$ cat src/rtl/sdram_pkg.sv
// Shared defaults and drain-FSM encodings for the SDRAM write buffer.
package sdram_pkg;

   localparam int DEPTH_DEF  = 16;
   localparam int ADDR_W_DEF = 23;
   localparam int DATA_W_DEF = 16;

   typedef enum logic [1:0] {
      ST_IDLE = 2'd0,
      ST_REQ  = 2'd1,
      ST_GAP  = 2'd2
   } drain_state_t;

endpackage

$ cat src/rtl/sdram_wfifo_ram.sv
// Buffer storage: one synchronous write port, one asynchronous read port.
module sdram_wfifo_ram #(
   parameter int DEPTH = 16,
   parameter int W     = 39,
   parameter int AW    = $clog2(DEPTH)
) (
   input  logic          clk,
   input  logic          we,
   input  logic [AW-1:0] waddr,
   input  logic [W-1:0]  wdata,
   input  logic [AW-1:0] raddr,
   output logic [W-1:0]  rdata
);

   logic [W-1:0] mem [DEPTH];

   always_ff @(posedge clk) begin
      if (we) mem[waddr] <= wdata;
   end

   assign rdata = mem[raddr];

endmodule

$ cat src/rtl/sdram_write_buffer.sv
// Capture-to-SDRAM write FIFO with a req/ack drain FSM and sticky overflow.
module sdram_write_buffer
   import sdram_pkg::*;
#(
   parameter int DEPTH  = DEPTH_DEF,
   parameter int ADDR_W = ADDR_W_DEF,
   parameter int DATA_W = DATA_W_DEF,
   parameter int PW     = $clog2(DEPTH),
   parameter int CW     = $clog2(DEPTH) + 1
) (
   input  logic              iCLK,
   input  logic              iRST,
   input  logic              iWr_valid,
   input  logic [ADDR_W-1:0] iWr_addr,
   input  logic [DATA_W-1:0] iWr_data,
   output logic              oBusy,
   input  logic              iFlush,
   input  logic              iClr_ovf,
   output logic              oSDRAM_req,
   output logic [ADDR_W-1:0] oSDRAM_addr,
   output logic [DATA_W-1:0] oSDRAM_data,
   input  logic              iSDRAM_ack,
   output logic [CW-1:0]     oCount,
   output logic              oOverflow
);

   localparam int W = ADDR_W + DATA_W;

   drain_state_t state, state_nxt;
   logic [PW-1:0] wptr, rptr;
   logic [CW-1:0] count;
   logic [W-1:0]  head;
   logic          full, pop, push, drop;

   assign full = (count == CW'(DEPTH));
   assign pop  = (state == ST_REQ) && iSDRAM_ack;
   assign push = iWr_valid && (!full || pop);
   assign drop = iWr_valid && full && !pop;

   sdram_wfifo_ram #(
      .DEPTH (DEPTH),
      .W     (W)
   ) u_ram (
      .clk   (iCLK),
      .we    (push && !iFlush),
      .waddr (wptr),
      .wdata ({iWr_addr, iWr_data}),
      .raddr (rptr),
      .rdata (head)
   );

   always_ff @(posedge iCLK or negedge iRST) begin
      if (!iRST) begin
         wptr  <= '0;
         rptr  <= '0;
         count <= '0;
      end else if (iFlush) begin
         wptr  <= '0;
         rptr  <= '0;
         count <= '0;
      end else begin
         if (push) wptr <= wptr + 1'b1;
         if (pop)  rptr <= rptr + 1'b1;
         if (push && !pop)      count <= count + 1'b1;
         else if (pop && !push) count <= count - 1'b1;
      end
   end

   // A drop in the same cycle as a clear keeps the flag set.
   always_ff @(posedge iCLK or negedge iRST) begin
      if (!iRST)         oOverflow <= 1'b0;
      else if (drop)     oOverflow <= 1'b1;
      else if (iClr_ovf) oOverflow <= 1'b0;
   end

   always_ff @(posedge iCLK or negedge iRST) begin
      if (!iRST) state <= ST_IDLE;
      else       state <= state_nxt;
   end

   always_comb begin
      state_nxt = state;
      unique case (state)
         ST_IDLE: if (count != '0) state_nxt = ST_REQ;
         ST_REQ:  if (iSDRAM_ack)  state_nxt = ST_GAP;
         ST_GAP:  state_nxt = (count != '0) ? ST_REQ : ST_IDLE;
         default: state_nxt = ST_IDLE;
      endcase
      if (iFlush) state_nxt = ST_IDLE;
   end

   assign oSDRAM_req  = (state == ST_REQ);
   assign oSDRAM_addr = head[W-1:DATA_W];
   assign oSDRAM_data = head[DATA_W-1:0];
   assign oCount      = count;
   assign oBusy       = (count >= CW'(DEPTH - 2));

endmodule

$ cat config.mk
export PLATFORM = sky130hd
export DESIGN_NAME = sdram_write_buffer
export DESIGN_NICKNAME = d
export VERILOG_FILES = /design/src/rtl/sdram_pkg.sv /design/src/rtl/sdram_wfifo_ram.sv /design/src/rtl/sdram_write_buffer.sv
export SDC_FILE = /design/constraint.sdc
export NUM_CORES = 1
export LEC_CHECK = 0
export BUFFER_PORTS_ARGS = -buffer_cell sky130_fd_sc_hd__buf_2
export CAP_MARGIN = 20
export CORE_MARGIN = 4
export CORE_UTILIZATION = 42
export CTS_CLUSTER_DIAMETER = 60
export DETAILED_ROUTE_END_ITERATION = 10
export GPL_ROUTABILITY_DRIVEN = 0
export GPL_TIMING_DRIVEN = 1
export PLACE_DENSITY = 0.54
export SLEW_MARGIN = 25
export SYNTH_ARGS = -nofsm -noshare
export SYNTH_HDL_FRONTEND = slang
export SYNTH_HIERARCHICAL = 1
export SYNTH_SLANG_ARGS = --single-unit
$ cat constraint.sdc
create_clock -name iCLK -period 10.3 [get_ports iCLK]
set_input_delay 0.515 -clock iCLK [delete_from_list [all_inputs] [get_ports iCLK]]
set_output_delay 0.515 -clock iCLK [all_outputs]
set_load 0.02 [all_outputs]
# Yosys cells after proc, flatten, opt, wreduce, memory -nomap -nowiden
# Memories as Yosys holds them, arrays and structs flattened.
# Index checks and enable logic that the tools add are counted.
# word_totals
input_bits,45
elab_cells,51
register_bits,16
ramBits,624
memories,1
output_inout_bits,47
# classes
addsub,4
reduce_logical,19
magnitude_cmp,1
eq_ne,5
muxes,16
# memory_table
name,words,word_bits,read_ports,rd_ports_with_merged_regs,write_ports,line,rtl
u_ram.mem,16,39,1,0,1,sdram_wfifo_ram.sv:15,logic [W-1:0] mem [DEPTH];
# ops
operator,n
4-bit 2-to-1 mux,4
5-bit 2-to-1 mux,3
"4-bit by 1-bit adder with 4-bit output, second input constant",2
1-bit logical AND,7
2-bit 2-to-1 mux,3
2-bit one-hot mux with 3 select lines,1
2-bit nonzero test,3
"5-bit by 1-bit adder with 5-bit output, second input constant",1
"5-bit == test, second input constant",1
"5-bit by 4-bit >= comparator with 1-bit output, second input constant",1
1-bit 2-to-1 mux,5
5-bit nonzero test,1
"5-bit by 1-bit subtractor with 5-bit output, second input constant",1
1-bit zero test,4
"3-bit by 2-bit != test with 1-bit output, second input constant",1
"3-bit != test, second input constant",1
3-bit nonzero test,1
"2-bit by 1-bit == test with 1-bit output, second input constant",1
"2-bit == test, second input constant",1
2-bit zero test,1
2-bit AND reduction,1
1-bit logical OR,1

# Longest topological paths before layout
# logic_depth
depth_word,9
ltp_mapped,8
mapped_depth_nobuf,8

# Cells and area by module
# The synthesis kept the hierarchy.
# modules_own_cells
mod,cells_each,seq_area_each_um2,area_each_um2,n_inst
sdram_wfifo_ram,975,18738.0,23404.9,1
sdram_write_buffer,87,400.4,949.7,1

# Least setup slack after synthesis
# No wires, ideal clock.
# synth_timing
path_kind,reg2reg
from,reg count[1] (netlist: oCount[1])
to,"mem u_ram.mem[0][0], enable pin"
slack_ns,5.465
n_path_buf,0
synth_period_minus_slack_ns,4.835
setup_time_ns,0.484
path_stages_with_launch,6
t_arrival_ns,4.352
required_time_ns,9.816
path_cell_list,dfrtp_1 -> nor4_4 -> a31oi_4 -> and2_2 -> or3b_2 -> nor3_1
# synth_via
elab_chain_cells,7
# synth_rtl
element,line,rtl
start: declaration,sdram_write_buffer.sv:31,logic [CW-1:0] count;
start signal: assignment,sdram_write_buffer.sv:64,if (push && !pop) count <= count + 1'b1;
start signal: assignment,sdram_write_buffer.sv:65,else if (pop && !push) count <= count - 1'b1;
5-bit == test,sdram_write_buffer.sv:35,assign full = (count == CW'(DEPTH));
1-bit zero test,sdram_write_buffer.sv:37,assign push = iWr_valid && (!full || pop);
1-bit logical OR,sdram_write_buffer.sv:37,
1-bit logical AND,sdram_write_buffer.sv:37,
1-bit logical AND,sdram_write_buffer.sv:45,".we (push && !iFlush),"
1-bit 2-to-1 mux,sdram_wfifo_ram.sv:18,if (we) mem[waddr] <= wdata;
1-bit 2-to-1 mux (implied by the code),sdram_wfifo_ram.sv:18,
end: declaration,sdram_wfifo_ram.sv:15,
# No other way between the ends.

# Worst setup path after layout
# layout_timing
from,reg rptr[1]
to,out oSDRAM_data[15]
# layout_via
elab_chain_cells,1
# layout_rtl
element,line,rtl
start: declaration,sdram_write_buffer.sv:30,"logic [PW-1:0] wptr, rptr;"
start signal: assignment,sdram_write_buffer.sv:63,if (pop) rptr <= rptr + 1'b1;
memory read 16 x 39 bit,n/a,
end: declaration,sdram_write_buffer.sv:21,"output logic [DATA_W-1:0] oSDRAM_data,"
# No other way between the ends.

==> qor.txt <==
CP Buf/Inv Count -> 3
via count -> 11310
vias per cell -> 5.604
Hold WC Path Type -> input pin to register
Avg WL per Cell -> 26.46 um
CP max-delay cell -> dfrtp_4
DR iter-0 viols -> 906
clk root buf -> clkbuf_16
Post-synth EDFFs -> 624
core area -> 0.05759 mm^2
Area Overhead vs Synth -> 15.03%
layout net count -> 1252
count leader, synth -> edfxtp_1
reg2reg start -> state[1]$_DFFE_PN0P_
clock insertion delay at the later pin of the skew report -> 0.59 ns
row cnt -> 88
chip width -> 248.8 um
Layout Skew -> 0.01854 ns
most frequent cell on the critical path -> buf_4
GRT Total Usage -> 17.32%
status -> finished clean
# setup viols final -> 0
Total Routed Length -> 53420 um
CP Class -> register to output port
leak pwr -> 8.788 nW
Avg Cell Area, Syn -> 22.93 um^2
setup_tns -> 0 ns
fin crit share -> 45.94%
clock tree from TritonCTS -> yes
GR Overflow Total -> 0
post-synth cell types -> 41
Layout fillers -> 4630
total power -> 5.875 mW
family with the most delay on the worst path -> buffers and inverters
antenna-violating nets left -> 0
Worst path max stage delay -> 0.85 ns
Slew @ Worst Pin -> 0.9543 ns
relative slew slack -> 36.38%
synth top area cells -> edfxtp_1 (77%), mux4_2 (14%), a22oi_1 (2.4%)
CTS clk-pin slew, worst paths -> 0.06 ns
Synth top area share -> 76.94%
critical path launch point type -> register
largest net degree at the start of global routing -> 63
Post-Layout Cell Count -> 2019
HP Start -> iClr_ovf
clk buf depth -> 3
Max Cap Viol -> 0
H-tree depth -> 3
Ports -> 92
hpwl dp -> 26800 um
Final Hold Viols -> 0
maximum vdd drop -> 0.1116 mV
post-synthesis sequential element count -> 640
beginning of the critical path -> rptr[1]$_DFFE_PN0P_
Yosys warning total -> 6
Place WS -> 6.097 ns
Die Height -> 248.8 um
Synth top cells by count -> edfxtp_1 (624), mux4_2 (156), a22oi_1 (78), nand2_1 (42), nor2_1 (23)
antenna violations before repair -> 6
Synth async-reset ratio -> 2.500%
die area -> 0.06190 mm^2
critical path arrival -> 4.22 ns
first-pass GRT wire length -> 79610 um
sequential share of the synthesized area -> 78.58%
area leader, netlist -> edfxtp_1
PortBufs -> 91
CP max FO -> 62
CP cell instances -> buf_4 -> buf_4 -> mux4_2 -> a22oi_1 -> nand2_1 -> buf_2
CP required -> 9.79 ns
top_reg_cell synth -> edfxtp_1
Pins Over Slew Limit -> 0
Synth Net Count -> 1114
Tmin final -> 4.731 ns
pwr dens -> 209.7 mW/mm^2
total iterations of the first detailed-routing run -> 5
post-CTS sizing -> 0
DRC viols -> 0
layout cells sized above 1 -> 32.03%
Gate Count Post-Synth -> 1062
Max Fclk -> 211.4 MHz
post-synthesis instance area -> 0.02435 mm^2
vias in the first global route -> 12030
number of CTS-inserted buffers -> 70
Num Clock Sinks -> 640
RSZ-0062 raised after global routing -> no
Worst setup EP type -> output port
final setup margin -> 5.569 ns
initial core utilization -> 42.29%
placed insts -> 1892
[per-stage QoR]
step / area (um^2) / hold WS, ns / utilization, %
detailed placement: 25840 / 0.4707 / 44.87
CTS: 28010 / 0.1704 / 48.63
finish: 28010 / 0.2070 / 48.65
global route: 28010 / 0.2122 / 48.64
global placement: 25810 / 0.4600 / 44.82
floorplan: 24350 / 0.2194 / -
[per-layer routing]
metal / wire [um] / GRT usage (%)
met1: 23760 / 24.75
met4: 879 / 4.696
met5: 12 / 0
met2: 25860 / 27.52
met3: 2910 / 3.592
[sequential cells by signal (all words and copies together), names as in the netlist]
name	cells
wptr	4
state	2
oCount	5
rptr	4
oOverflow	1
u_ram/mem	624
[layout make-up]
| type | instances | area, um^2 | share of cell area [%] |
|---|---|---|---|
| inverter | 4 | 15.01 | 0.05360 |
| clock buffer | 91 | 1926 | 6.874 |
| timing repair buffer | 120 | 699.4 | 2.497 |
| sequential | 640 | 19150 | 68.34 |
| multi-input combinational | 364 | 5032 | 17.96 |
| tap | 765 | 957.2 | 3.417 |
| clock inverter | 33 | 234.0 | 0.8352 |
| antenna | 2 | 5.005 | 0.01787 |
[path summary, 6_finish.rpt]
check | slack, ns | depth (start not counted) | endpoint
hold / removal | 0.21 | 3 | oOverflow$_DFFE_PN0P_
min in group asynchronous | 0.39 | 2 | oCount[4]$_DFFE_PN0P_
setup / recovery | 5.57 | 6 | oSDRAM_data[15]
hold reg to reg | 0.50 | 1 | oOverflow$_DFFE_PN0P_
max in group asynchronous | 9.59 | 2 | rptr[0]$_DFFE_PN0P_
setup reg to reg | 6.53 | 6 | u_ram/mem[2][28]$_DFFE_PP_
[worst reg2reg max path, stage by stage (launching register included)]
cell	delay, ns
dfrtp_1	0.38
nand3b_1	0.49
a31oi_4	0.49
and2_2	0.24
or3b_2	0.58
nor2_4	0.58
buf_4	0.61
[layout by cell type, fill, tap and decap left out, drive strengths merged]
| master | instances |
|---|---|
| ha | 6 |
| a2111oi | 1 |
| xnor2 | 4 |
| a21oi | 6 |
| edfxtp | 624 |
| nand2b | 2 |
| or3b | 1 |
| diode | 2 |
| mux2i | 3 |
| or3 | 1 |
| and3 | 2 |
| nand2 | 42 |
| nor2b | 4 |
| clkinv | 25 |
| a22oi | 78 |
| a21o | 3 |
| clkinvlp | 1 |
| nor2 | 23 |
| nand3b | 4 |
| clkbuf | 91 |
| mux4 | 156 |
| a211oi | 2 |
| nor3 | 4 |
| buf | 119 |
| dlygate4sd3 | 1 |
| a21bo | 1 |
| fa | 1 |
| mux2 | 3 |
| bufinv | 2 |
| xor2 | 1 |
| a31oi | 1 |
| nor4 | 1 |
| nand3 | 4 |
| dfrtp | 16 |
| o21ai | 4 |
| and2 | 2 |
| inv | 9 |
| a311oi | 1 |
| a31o | 2 |
| a32o | 1 |
[power by group]
group / leakage, nW / total, mW / internal (mW) / switching (mW)
clock network: 1.06 / 2.35 / 1.37 / 0.978
registers: 5.83 / 2.94 / 2.90 / 0.0442
logic: 1.90 / 0.580 / 0.272 / 0.308
[cell families after synthesis]
family          Yosys count  share of synthesized area [%]
compound gates          100                          3.108
xor+xnor                  5                         0.1798
fa+ha+maj                 7                         0.3904
buf+inv                  58                          1.305
flops                   640                          78.58
mux                     162                          14.73
simple gates             90                          1.700
[timing repair]
| item | 4_1_cts | 5_1_grt |
|---|---|---|
| endpoints found under the hold margin | 16 | 0 |
| hold buffers | 1 | 0 |
| setup buffers | 0 | 0 |
| setup endpoints to repair | 0 | 0 |
Note: power is estimated with default switching activity, not from simulation.
